--- config.mk ---
export PLATFORM = sky130hd
export DESIGN_NAME = addsub_seq_ctrl
export DESIGN_NICKNAME = d
export VERILOG_FILES = /design/src/rtl/addsub_seq_ctrl.sv
export SDC_FILE = /design/constraint.sdc
export NUM_CORES = 1
export LEC_CHECK = 0
export BUFFER_PORTS_ARGS = -buffer_cell sky130_fd_sc_hd__buf_2
export CAP_MARGIN = 20
export CORE_UTILIZATION = 35
export DETAILED_ROUTE_END_ITERATION = 8
export GPL_ROUTABILITY_DRIVEN = 0
export PLACE_DENSITY = 0.66
export SKIP_LAST_GASP = 1
export SLEW_MARGIN = 25
export SYNTH_ARGS = -nofsm -noshare
export SYNTH_HDL_FRONTEND = slang
export SYNTH_SLANG_ARGS = --single-unit
--- constraint.sdc ---
create_clock -name clk -period 8.9 [get_ports clk]
set_clock_uncertainty 0.2 [all_clocks]
set_input_delay 0.89 -clock clk [delete_from_list [all_inputs] [get_ports clk]]
set_output_delay 0.89 -clock clk [all_outputs]
set_load 0.005 [all_outputs]
--- src/rtl/addsub_seq_ctrl.sv ---
// Wide add/subtract sequencer: runs one 8-bit add/sub slice over NBYTES bytes,
// LSB first, with a registered carry between bytes and a start/busy/done handshake.
module addsub_seq_ctrl #(
   parameter int NBYTES = 4,
   localparam int W = 8 * NBYTES
) (
   input  logic         clk,
   input  logic         rst,
   input  logic         start,
   input  logic         op,
   input  logic [W-1:0] a,
   input  logic [W-1:0] b,
   output logic         busy,
   output logic         done,
   output logic [W-1:0] result,
   output logic         cout,
   output logic         ovf
);

   localparam int IW = $clog2(NBYTES);
   localparam logic [IW-1:0] LAST = IW'(NBYTES - 1);

   typedef enum logic [1:0] {IDLE, RUN, DONE} state_t;

   state_t        state;
   state_t        state_next;

   logic [W-1:0]  a_reg;
   logic [W-1:0]  b_reg;
   logic          op_reg;
   logic [IW-1:0] idx;
   logic          carry;
   logic [W-9:0]  shadow;

   logic [7:0]    a_byte;
   logic [7:0]    b_byte;
   logic [8:0]    sum9;
   logic [W-1:0]  shadow_ext;
   logic          accept;
   logic          last;

   assign accept = start && ((state == IDLE) || (state == DONE));
   assign last   = (state == RUN) && (idx == LAST);

   always_ff @(posedge clk or posedge rst) begin
      if (rst) begin
         state <= IDLE;
      end else begin
         state <= state_next;
      end
   end

   always_comb begin
      state_next = state;
      case (state)
         IDLE:    if (start) state_next = RUN;
         RUN:     if (idx == LAST) state_next = DONE;
         DONE:    state_next = start ? RUN : IDLE;
         default: state_next = IDLE;
      endcase
   end

   always_comb begin
      busy = 1'b0;
      done = 1'b0;
      case (state)
         RUN:     busy = 1'b1;
         DONE:    done = 1'b1;
         default: begin
            busy = 1'b0;
            done = 1'b0;
         end
      endcase
   end

   // Subtract is A + ~B + 1: B is inverted per byte and the carry chain starts at op.
   always_comb begin
      a_byte     = a_reg[{idx, 3'b000} +: 8];
      b_byte     = b_reg[{idx, 3'b000} +: 8] ^ {8{op_reg}};
      sum9       = {1'b0, a_byte} + {1'b0, b_byte} + {8'b0, carry};
      shadow_ext = {sum9[7:0], shadow};
   end

   // Completed bytes shift in from the top, so after NBYTES-1 steps byte 0 sits at
   // the bottom and the final slice output supplies the top byte directly.
   always_ff @(posedge clk or posedge rst) begin
      if (rst) begin
         a_reg  <= '0;
         b_reg  <= '0;
         op_reg <= 1'b0;
         idx    <= '0;
         carry  <= 1'b0;
         shadow <= '0;
         result <= '0;
         cout   <= 1'b0;
         ovf    <= 1'b0;
      end else if (accept) begin
         a_reg  <= a;
         b_reg  <= b;
         op_reg <= op;
         idx    <= '0;
         carry  <= op;
         shadow <= '0;
      end else if (state == RUN) begin
         shadow <= shadow_ext[W-1:8];
         carry  <= sum9[8];
         idx    <= idx + 1'b1;
         if (last) begin
            result <= {sum9[7:0], shadow};
            cout   <= sum9[8];
            ovf    <= (a_byte[7] == b_byte[7]) && (sum9[7] != a_byte[7]);
         end
      end
   end

endmodule

==> out/metrics.csv <==
metric,value,unit
num-nets-final,537,
worstPathMaxFanout,19,
die-area,16200,um^2
layout_min_cycle_time,3400,ps
cp_data_arrival_time,3450,ps
syn_avg_cell_area,15.5,um^2
leakage,0.00314,uW
status,finished clean,
maxSlewViolCount,0,
end_kind,flop,
yosys_warnings,0,
grt_use_total,15.2,%
internal-power,2090,uW
cts_sinks,128,
cts_buffer_depth,2,
seqPwrFrac,33.2,%
first_pass_iters,5,
relSlewSlack,43.6,%
viasPerCell,4.92,
antenna_cells,0,
power_density,478,nW/um^2
drtIter0Drc,222,
fin_tns_setup,0,ps
reg2reg_depth,10,
dieWidth,127,um
max_slew.worst_pin.slew,846,ps
seq_area_frac_synth,58.4,%
drive_gt1_share,52.0,%
wl_per_cell,16.8,um
finalSetupViolCount,0,
comb_power_share,45.3,%
coreArea,15300,um^2
grt_pass1_wl,18400,um
postCtsSetupBuffers,0,
required,8950,ps
syn_area,5480,um^2
irDropWorstVdd,214,uV
ios,104,
net-switching-power,1150,uW
grt-ovfl-total,0,
cts_buffers,17,
drtAntennaViolNets,0,
rsz0062_at_grt,no,
root_buffer,clkbuf_16,
power_frac_clock,21.5,%
min_delay_path_depth,2,
syn2layout_area_growth,23.9,%
routed_wl,11500,um
design_area,6790,um^2
period_share,38.2,%
clock_latency,410,ps
cp-start-kind,flop,
tritoncts,yes,
io_buffers,103,
ctsResizeCount,0,
ctsHoldBuffers,0,
placementRows,45,
htreeDepth,4,
ys_seq_elements,128,
criticalPathCategory,reg -> reg,
grt_pass1_vias,3365,
dr_total_vias,3353,
hold_class,reg -> reg,
path_clk_slew,60,ps
hold_violations,0,
maxCapViolations,0,
synthCells,354,
start_util,35.9,%
die_h,127,um
final_cell_mix,"127 x dfrtp_1, 103 x buf_2, 94 x mux2_2",
final_common_cell,dfrtp_1,
antenna_found_initial,0,
dpl.hpwl,7920,um
swShare,35.6,%
grt_max_degree,76,
drcViolationCount,0,
max_clock_freq,0.294,GHz
dpl_cell_area,6190,um^2
syn-num-nets,432,
synth_cell_type_count,32,
-- critical path, stage by stage (launching register included) --
cell and delay, ps:
dfrtp_2 730, mux4_2 580, xnor2_1 180, fa_1 200
inv_1 50, fa_1 400, a21o_1 180, a21oi_1 210
o21ai_0 180, a31oi_1 230, o21ai_0 110
-- final cells by class --
class                   instances  area [um^2]
clock buffers                  21          460
flip-flops and latches        128         3200
inverters                       6         25.0
multi-input cells             200         2160
well taps                     211          264
fillers                      1378         8470
repair buffers                106          542
clock inverters                10          136
-- per-layer routing --
layer,up-vias,part of all wire [%],GRT usage (%)
li1,1515,-,-
met1,1719,48,21.2
met2,109,46,22.6
met3,10,5.1,4.61
met4,0,1.1,4.83
met5,-,0,0
-- power groups by stage --
stage	registers [uW]	clock network [uW]	logic (uW)
2_1_floorplan	997	0	1140
3_3_place_gp	1070	0	1430
3_5_place_dp	1090	0	1470
4_1_cts	1080	707	1480
5_1_grt	1120	735	1610
6_report	1080	697	1470
-- path summary, 6_finish.rpt --
check                                        from                endpoint  slack (ps)
min in group asynchronous                     rst    a_reg[0]$_DFFE_PP0P_         380
max in group asynchronous                     rst      idx[0]$_DFFE_PP0P_        6970
min                        result[24]$_DFFE_PP0P_  result[24]$_DFFE_PP0P_         280
min reg2reg                result[24]$_DFFE_PP0P_  result[24]$_DFFE_PP0P_         280
max reg2reg                    idx[0]$_DFFE_PP0P_        cout$_DFFE_PP0P_        5500
max                            idx[0]$_DFFE_PP0P_        cout$_DFFE_PP0P_        5500
-- synthesized netlist by cell type --
cell type  instances  area (um^2)
a31oi_1            2         12.5
dfrtp_1          128         3200
xnor2_1            5         43.8
nand2b_1           1         6.26
a22oi_1            1         7.51
mux2_2            94         1060
clkbuf_1           1         3.75
nand2_1           12         45.0
nand3b_1           1         7.51
o21ai_0            8         40.0
inv_1              5         18.8
a21oi_1            5         25.0
nand2_2            1         6.26
nand4_1            1         6.26
inv_2              1         3.75
xor2_1            10         87.6
mux4_2             9          203
buf_6              1         11.3
a21o_1             3         22.5
fa_1               2         40.0
o21bai_1           1         7.51
buf_1              2         7.51
mux4_1             7          184
buf_4              1         7.51
nor2b_1            2         12.5
and3b_1            1         8.76
buf_2             15         75.1
ha_1               8          100
a22o_1            23          201
o31ai_2            1         12.5
nand3_1            1         5.00
nor2_2             1         6.26
-- logic make-up (layout without fill, tap and decap cells) --
kind of cell             Yosys count  in the layout  synth area share, %
adder cells (fa/ha/maj)           10             10                 2.56
XOR/XNOR                          15             15                 2.40
AND/OR/NAND/NOR                   21             21                 1.90
flip-flops                       128            128                 58.4
AO/OA/AOI/OAI                     44             44                 6.00
multiplexers                     110            110                 26.4
buffers and inverters             26            143                 2.33
-- through the flow --
stage | std cells | utilization, % | hold slack, ps | setup slack, ps | power, uW
after floorplan | 354 | - | 262 | 4400 | 2140
after global placement | 651 | 40.5 | 258 | 5190 | 2500
after detailed placement | 651 | 40.5 | 276 | 5100 | 2560
after CTS | 682 | 44.5 | 288 | 5100 | 3270
after global routing | 682 | 44.5 | 304 | 5150 | 3460
final | 682 | 44.5 | 276 | 5500 | 3240
Power figures use the tool's default switching activity.
